==> src/rtl/chromosome_loader.sv <==
// chromosome_loader: receives a framed chromosome over a byte stream, checks its XOR
// checksum and commits it atomically onto the flat chromosome bus.
`default_nettype none

module chromosome_loader #(
  parameter int ROW        = 1,
  parameter int COL        = 2,
  parameter int OUT        = 2,
  parameter int BITS_ELEM  = 1,
  parameter int TIMEOUT    = 50000,
  parameter int BITS_MAT   = ROW * COL * 16,
  parameter int CHROM_W    = BITS_MAT + OUT * BITS_ELEM,
  parameter int NBYTES     = (CHROM_W + 7) / 8,
  parameter logic [CHROM_W-1:0] RESET_CHROM = 34'h2_0100_1000
) (
  input  logic               clk,
  input  logic               rst,
  input  logic [7:0]         rx_data,
  input  logic               rx_valid,
  output logic [CHROM_W-1:0] cromossomo,
  output logic               chrom_valid,
  output logic               busy,
  output logic               load_done,
  output logic               load_err,
  output logic [7:0]         err_count
);

  localparam int TW = (TIMEOUT > 2) ? $clog2(TIMEOUT) : 1;
  localparam int IW = $clog2(NBYTES + 1);
  localparam logic [7:0] SYNC = 8'hA5;

  typedef enum logic [1:0] {
    IDLE    = 2'd0,
    PAYLOAD = 2'd1,
    CHECK   = 2'd2
  } state_t;

  state_t               state, state_next;
  logic [8*NBYTES-1:0]  shadow;
  logic [IW-1:0]        idx;
  logic [7:0]           checksum;
  logic [TW-1:0]        timer;

  logic sync_hit, timed_out, take, good, bad;

  always_comb begin
    state_next = state;
    sync_hit   = (state == IDLE) && rx_valid && (rx_data == SYNC);
    // Expiry takes precedence over a strobe arriving in the same cycle.
    timed_out  = (state != IDLE) && (timer == TW'(TIMEOUT - 1));
    take       = (state != IDLE) && !timed_out && rx_valid;
    good       = (state == CHECK) && take && (rx_data == checksum);
    bad        = timed_out || ((state == CHECK) && take && (rx_data != checksum));
    case (state)
      IDLE:    if (sync_hit) state_next = PAYLOAD;
      PAYLOAD: begin
        if (timed_out)                              state_next = IDLE;
        else if (take && idx == IW'(NBYTES - 1))    state_next = CHECK;
      end
      CHECK:   if (timed_out || take) state_next = IDLE;
      default: state_next = IDLE;
    endcase
  end

  always_ff @(posedge clk) begin
    if (rst) begin
      state <= IDLE;
    end else begin
      state <= state_next;
    end
  end

  always_ff @(posedge clk) begin
    if (rst) begin
      cromossomo  <= RESET_CHROM;
      chrom_valid <= 1'b0;
      busy        <= 1'b0;
      load_done   <= 1'b0;
      load_err    <= 1'b0;
      err_count   <= 8'h00;
      shadow      <= '0;
      idx         <= '0;
      checksum    <= 8'h00;
      timer       <= '0;
    end else begin
      busy      <= (state_next != IDLE);
      load_done <= good;
      load_err  <= bad;
      if (bad && err_count != 8'hFF) err_count <= err_count + 8'h01;

      if (sync_hit) begin
        idx      <= '0;
        checksum <= 8'h00;
        timer    <= '0;
      end else if (state != IDLE && !timed_out) begin
        if (take) begin
          timer <= '0;
          if (state == PAYLOAD) begin
            shadow[{idx, 3'b000} +: 8] <= rx_data;
            checksum                   <= checksum ^ rx_data;
            idx                        <= idx + IW'(1);
          end
        end else begin
          timer <= timer + TW'(1);
        end
      end

      if (good) begin
        cromossomo  <= shadow[CHROM_W-1:0];
        chrom_valid <= 1'b1;
      end
    end
  end

endmodule

`default_nettype wire

==> config.mk <==
export PLATFORM = sky130hd
export DESIGN_NAME = chromosome_loader
export DESIGN_NICKNAME = d
export VERILOG_FILES = /design/src/rtl/chromosome_loader.sv
export SDC_FILE = /design/constraint.sdc
export NUM_CORES = 1
export LEC_CHECK = 0
export BUFFER_PORTS_ARGS = -buffer_cell sky130_fd_sc_hd__buf_2
export CAP_MARGIN = 20
export CORE_MARGIN = 2
export CORE_UTILIZATION = 50
export DETAILED_ROUTE_END_ITERATION = 10
export GPL_ROUTABILITY_DRIVEN = 0
export PLACE_DENSITY = 0.7
export SYNTH_ARGS = -nofsm -noshare
export SYNTH_HDL_FRONTEND = slang
export SYNTH_SLANG_ARGS = --single-unit
==> constraint.sdc <==
create_clock -name clk -period 5.6 [get_ports clk]
set_input_delay 0.28 -clock clk [delete_from_list [all_inputs] [get_ports clk]]
set_output_delay 0.28 -clock clk [all_outputs]
set_load 0.1 [all_outputs]
==> After elaboration in Yosys (flattened, before gate mapping) <==
Index checks and enable logic that the tools add are counted.
{ "word_totals": {"output_inout_bits": 46, "in_bits": 11, "reg_bits": 115} }
{ "op_classes": {"addsub": 4, "n_shift": 2, "muxes": 7, "eq_ne": 8, "n_reduce_logical": 19, "bitwise_logic": 2} }
{ "ops": {"columns": ["cell", "count"], "rows": [
  ["$bwmux W40", 1],
  ["$shift A8 B8 Y40 const A", 1],
  ["$shiftx A8 B8 Y40", 1],
  ["$add A16 B1 Y16 const B", 1],
  ["$eq A16 B16 Y1 const B", 1],
  ["$mux W16", 1],
  ["$logic_and A1 B1 Y1", 10],
  ["$add A8 B1 Y8 const B", 1],
  ["$eq A8 B8 Y1", 1],
  ["$eq A8 B8 Y1 const B", 1],
  ["$mux W2", 4],
  ["$ne A8 B8 Y1", 1],
  ["$ne A8 B8 Y1 const B", 1],
  ["$neg A6 Y8", 1],
  ["$xor A8 B8 Y8", 1],
  ["$pmux W2 S3", 1],
  ["$reduce_and A4 Y1", 1],
  ["$reduce_bool A2 Y1", 2],
  ["$add A3 B1 Y3 const B", 1],
  ["$eq A3 B3 Y1 const B", 1],
  ["$reduce_and A3 Y1", 1],
  ["$eq A2 B1 Y1 const B", 1],
  ["$eq A2 B2 Y1 const B", 1],
  ["$logic_not A2 Y1", 1],
  ["other kinds (4)", 5]
]} }

==> Longest topological paths before layout <==
{ "depth": {"ltp_word": 10, "ltp_mapped": 10, "mapped_depth_nobuf": 7} }

==> Least setup slack after synthesis <==
Ideal clock, no wire load.
{ "synth_timing": {"kind": "register -> register", "start": "register err_count[0]", "end": "register err_count[5]", "stages_incl_launch_ff": 7, "period_less_slack_ns": 2.260, "path_slack_ns": 3.340, "t_arrival_ns": 2.190, "t_required_ns": 5.530, "path_buffers": 0, "path_cell_list": "dfxtp_1 -> ha_1 -> a41o_1 -> a21oi_2 -> nand2_4 -> or4_1 -> a21oi_1"} }
{ "synth_via": {"elab_chain_cells": 2, "elab_cells_between_ends": 3, "classes_between": "add/sub: 1; eq/ne: 1; reduce/logical: 1"} }
{ "synth_rtl": {"columns": ["item", "line", "text"], "rows": [
  ["start: declaration", "25", "output logic [7:0] err_count"],
  ["start signal: assignment", "89", "if (bad && err_count != 8'hFF) err_count <= err_count + 8'h01;"],
  ["branches (longest 2 deep; another with $add A8 B1 Y8)", null, null]
]} }
Several ways; the timed one is not identified.
A chain may end at the register's enable or synchronous reset.

==> Final worst setup path <==
{ "layout_timing": {"start": "register timer[0]", "end": "register shadow[3]"} }
{ "layout_via": {"elab_chain_cells": 6} }
{ "layout_rtl": {"columns": ["item", "line", "text"], "rows": [
  ["start: declaration", "42", "logic [TW-1:0] timer;"],
  ["start signal: assignment", "104", "timer <= timer + TW'(1);"],
  ["$eq A16 B16 Y1 *", "50", "timed_out = (state != IDLE) && (timer == TW'(TIMEOUT - 1));"],
  ["$logic_and A1 B1 Y1 *", "50", null],
  ["$logic_not A1 Y1 *", "51, 95", null],
  ["$logic_and A1 B1 Y1 *", "51, 95", null],
  ["$logic_and A1 B1 Y1", "51", "take = (state != IDLE) && !timed_out && rx_valid;"],
  ["$reduce_and A4 Y1 (no line) *", null, null],
  ["end signal: indexed assignment", "99", "shadow[{idx, 3'b000} +: 8] <= rx_data;"],
  ["end: declaration", "39", "logic [8*NBYTES-1:0] shadow;"]
]} }
Mark *: on every way between the ends. The rest lies on a longest branch, timed or not.

==> qor.txt <==
CTS Hold Bufs = 0
Worst-path clk slew = 0.12 ns
Worst Path Arrival = 2.86 ns
Critical path required time = 5.83 ns
Grt met3 use = 3.51%
Post-CTS sizing = 0
Setup Buffers After CTS = 0
Die footprint = 0.00983 mm²
Pre-antenna DRT Iters = 4
Relative slew slack = 47.7%
Net Sw Frac = 25.0%
Final wirelength = 9500 µm
RSZ-0062 raised after global routing = false
Post-route antenna net violation count = 0
Global-route wire length before repair = 16300 µm
Final Hold Vio Count = 0
CTS buffer count = 9
Die Y = 99.1 µm
Post-synth top flop = dfxtp_1
Worst Max-Slew Pin Slew = 0.785 ns
Clk pwr share = 37.0%
Final setup vio count = 0
Crit path kind = register to register
GRT Residual Overflow = 0
CTS tree = built
Met2 Use GR = 31.0%
Initial antenna violation count = 0
Layout cells sized above 1 = 14.3%
Synth area leaders = dfxtp_1, nand2_1, a21oi_1
Period utilization = 46.9%
VDD IR max = 0.116 mV
Crit path time final = 2.63 ns
Syn Inst Count = 537
Yosys top cell by area = dfxtp_1
Leak = 1.88 nW
Area of the multi-input gates = 0.00222 mm²
Die X = 99.1 µm
Crit end category = register
CTS root buffer = clkbuf_8
Net Switching = 0.320 mW
TritonCTS Sinks = 109
Via density = 5.32
Vias in the first global route = 3470
Worst-Skew Late Latency = 0.38 ns
Total power = 1.28 mW
Number of diodes = 0
Internal power = 0.960 mW
Vias post-DR = 3657
Path category of the worst min-delay check = input port to register
Commonest non-fill, non-tap cell in the layout = nand2_1
Worst R2R Path Depth = 7
Core box area = 0.00876 mm²
Fillcell total = 796
Netlist cell types = 44
Avg Synthesized Cell Area = 8.43 µm²
Post-synthesis sequential area ratio = 48.2%
Routed length per instance = 13.8 µm
GRT Total Usage = 20.2%
Initial core utilization = 51.6%
Max Freq = 381 MHz
CP Launch Type = register
Logic pwr share = 2.5%
Gr busiest metal = met2
Status = complete, no violations
Asr flop ratio synth = 0%
Cell depth of the worst hold path = 3
Area added between synthesis and finish = 11.8%
Post-synth EDFFs = 0
Largest net degree at the start of global routing = 83
Most frequent cells in the layout = nand2_1, dfxtp_1, a21oi_1, nor2_1, buf_2
Register area = 0.00218 mm²
Flop pwr share = 60.5%
Setup TNS Final = 0 ns
Share of the synthesized area in the top cell type = 48.2%
H-tree levels = 3
Rows = 34
Slew Limit Fails = 0
Mapped Area = 0.00452 mm²
Layout Skew = 0.0160 ns
DRT iter0 DRCs = 194
Worst R2R Setup Slack = 2.97 ns
Syn_nets = 557
DP HPWL = 6540 µm
DRC Markers = 0
Power Density = 253 mW/mm²
Ys Warns = 0
Met1 Track Usage GR = 28.5%
Layout Nets = 595
Synthesized flop and latch total = 109
Max Cap Viol = 0
I/O pin count = 57
Crit-path max FO = 19
Port buffer count = 56
Bufs on Longest Clock Path = 2
-- path summary, 6_finish.rpt --
check                                endpoint     startpoint
worst max-delay path                shadow[3]       timer[0]
worst min-delay path               shadow[12]     rx_data[4]
worst max register to register      shadow[3]       timer[0]
worst min register to register  cromossomo[6]  cromossomo[6]
-- synth_stat cells, types with 2 or more instances --
master / n
a21oi_1: 59
a41o_1: 2
and2_1: 2
and3_1: 6
and4_1: 5
and4bb_1: 2
buf_1: 2
buf_2: 2
clkbuf_1: 28
dfxtp_1: 109
ha_1: 9
inv_1: 3
mux2i_1: 12
nand2_1: 117
nand2b_1: 2
nand3_1: 31
nand3b_1: 3
nand4_1: 11
nand4b_1: 3
nor2_1: 56
nor2b_1: 5
nor3_1: 6
nor4_1: 2
o21ai_0: 3
or2_2: 2
or3_1: 3
xnor2_1: 19
xor2_1: 17
-- area by class of cell --
cell class,count,area share (%)
Multi-Input combinational cell,393,43.9
Sequential cell,109,43.2
Timing Repair Buffer,59,5.99
Tap cell,108,2.67
Clock buffer,9,2.45
Clock inverter,7,1.66
Inverter,3,0.223
-- critical path: stages (launching register included) --
cell and delay [ns]:
dfxtp_1 0.35, ha_1 0.23, and3_1 0.25, nand4_4 0.13, and3_1 0.60, and4_1 0.61, mux2i_1 0.25, nor2_1 0.05
-- power by group through the flow --
| stage | registers [mW] | clock network, mW | logic (mW) |
|---|---|---|---|
| floorplan | 0.793 | 0 | 0.0200 |
| global placement | 0.793 | 0 | 0.0316 |
| detailed placement | 0.793 | 0 | 0.0318 |
| CTS | 0.775 | 0.485 | 0.0318 |
| global route | 0.775 | 0.514 | 0.0346 |
| finish | 0.775 | 0.473 | 0.0319 |
-- flip-flops by register name, indices dropped and copies added, names as in the netlist, 2 cells and up --
name	flops
timer	16
checksum	8
shadow	34
err_count	8
idx	3
cromossomo	34
state	2
-- kinds of logic (layout without fill, tap and decap cells) --
group | after synthesis | after routing | synth area share (%)
and+or+nand+nor | 264 | 264 | 27.9
AOI/OAI and AO/OA | 72 | 72 | 8.77
buffers and inverters | 35 | 78 | 2.96
adders and majority gates | 9 | 9 | 2.49
xor gates and xnor gates | 36 | 36 | 6.97
DFF | 109 | 109 | 48.2
muxes | 12 | 12 | 2.65
-- metrics by stage --
step / setup WS [ns] / hold WS [ns] / utilization, % / std cells / cell area (µm²)
floorplan: 3.34 / 0.427 / - / 537 / 4520
global placement: 3.13 / 0.437 / 55.3 / 672 / 4850
detailed placement: 3.03 / 0.441 / 55.3 / 672 / 4850
CTS: 2.95 / 0.226 / 57.7 / 688 / 5060
global route: 2.78 / 0.245 / 57.7 / 688 / 5060
finish: 2.97 / 0.239 / 57.7 / 688 / 5060
-- routing by layer --
metal  vias to the layer above  routed length, µm
met3                        17                517
met5                         -                  0
met4                         0                198
met2                        85               4220
li1                       1886                  -
met1                      1669               4570
Power figures use the tool's default switching activity.
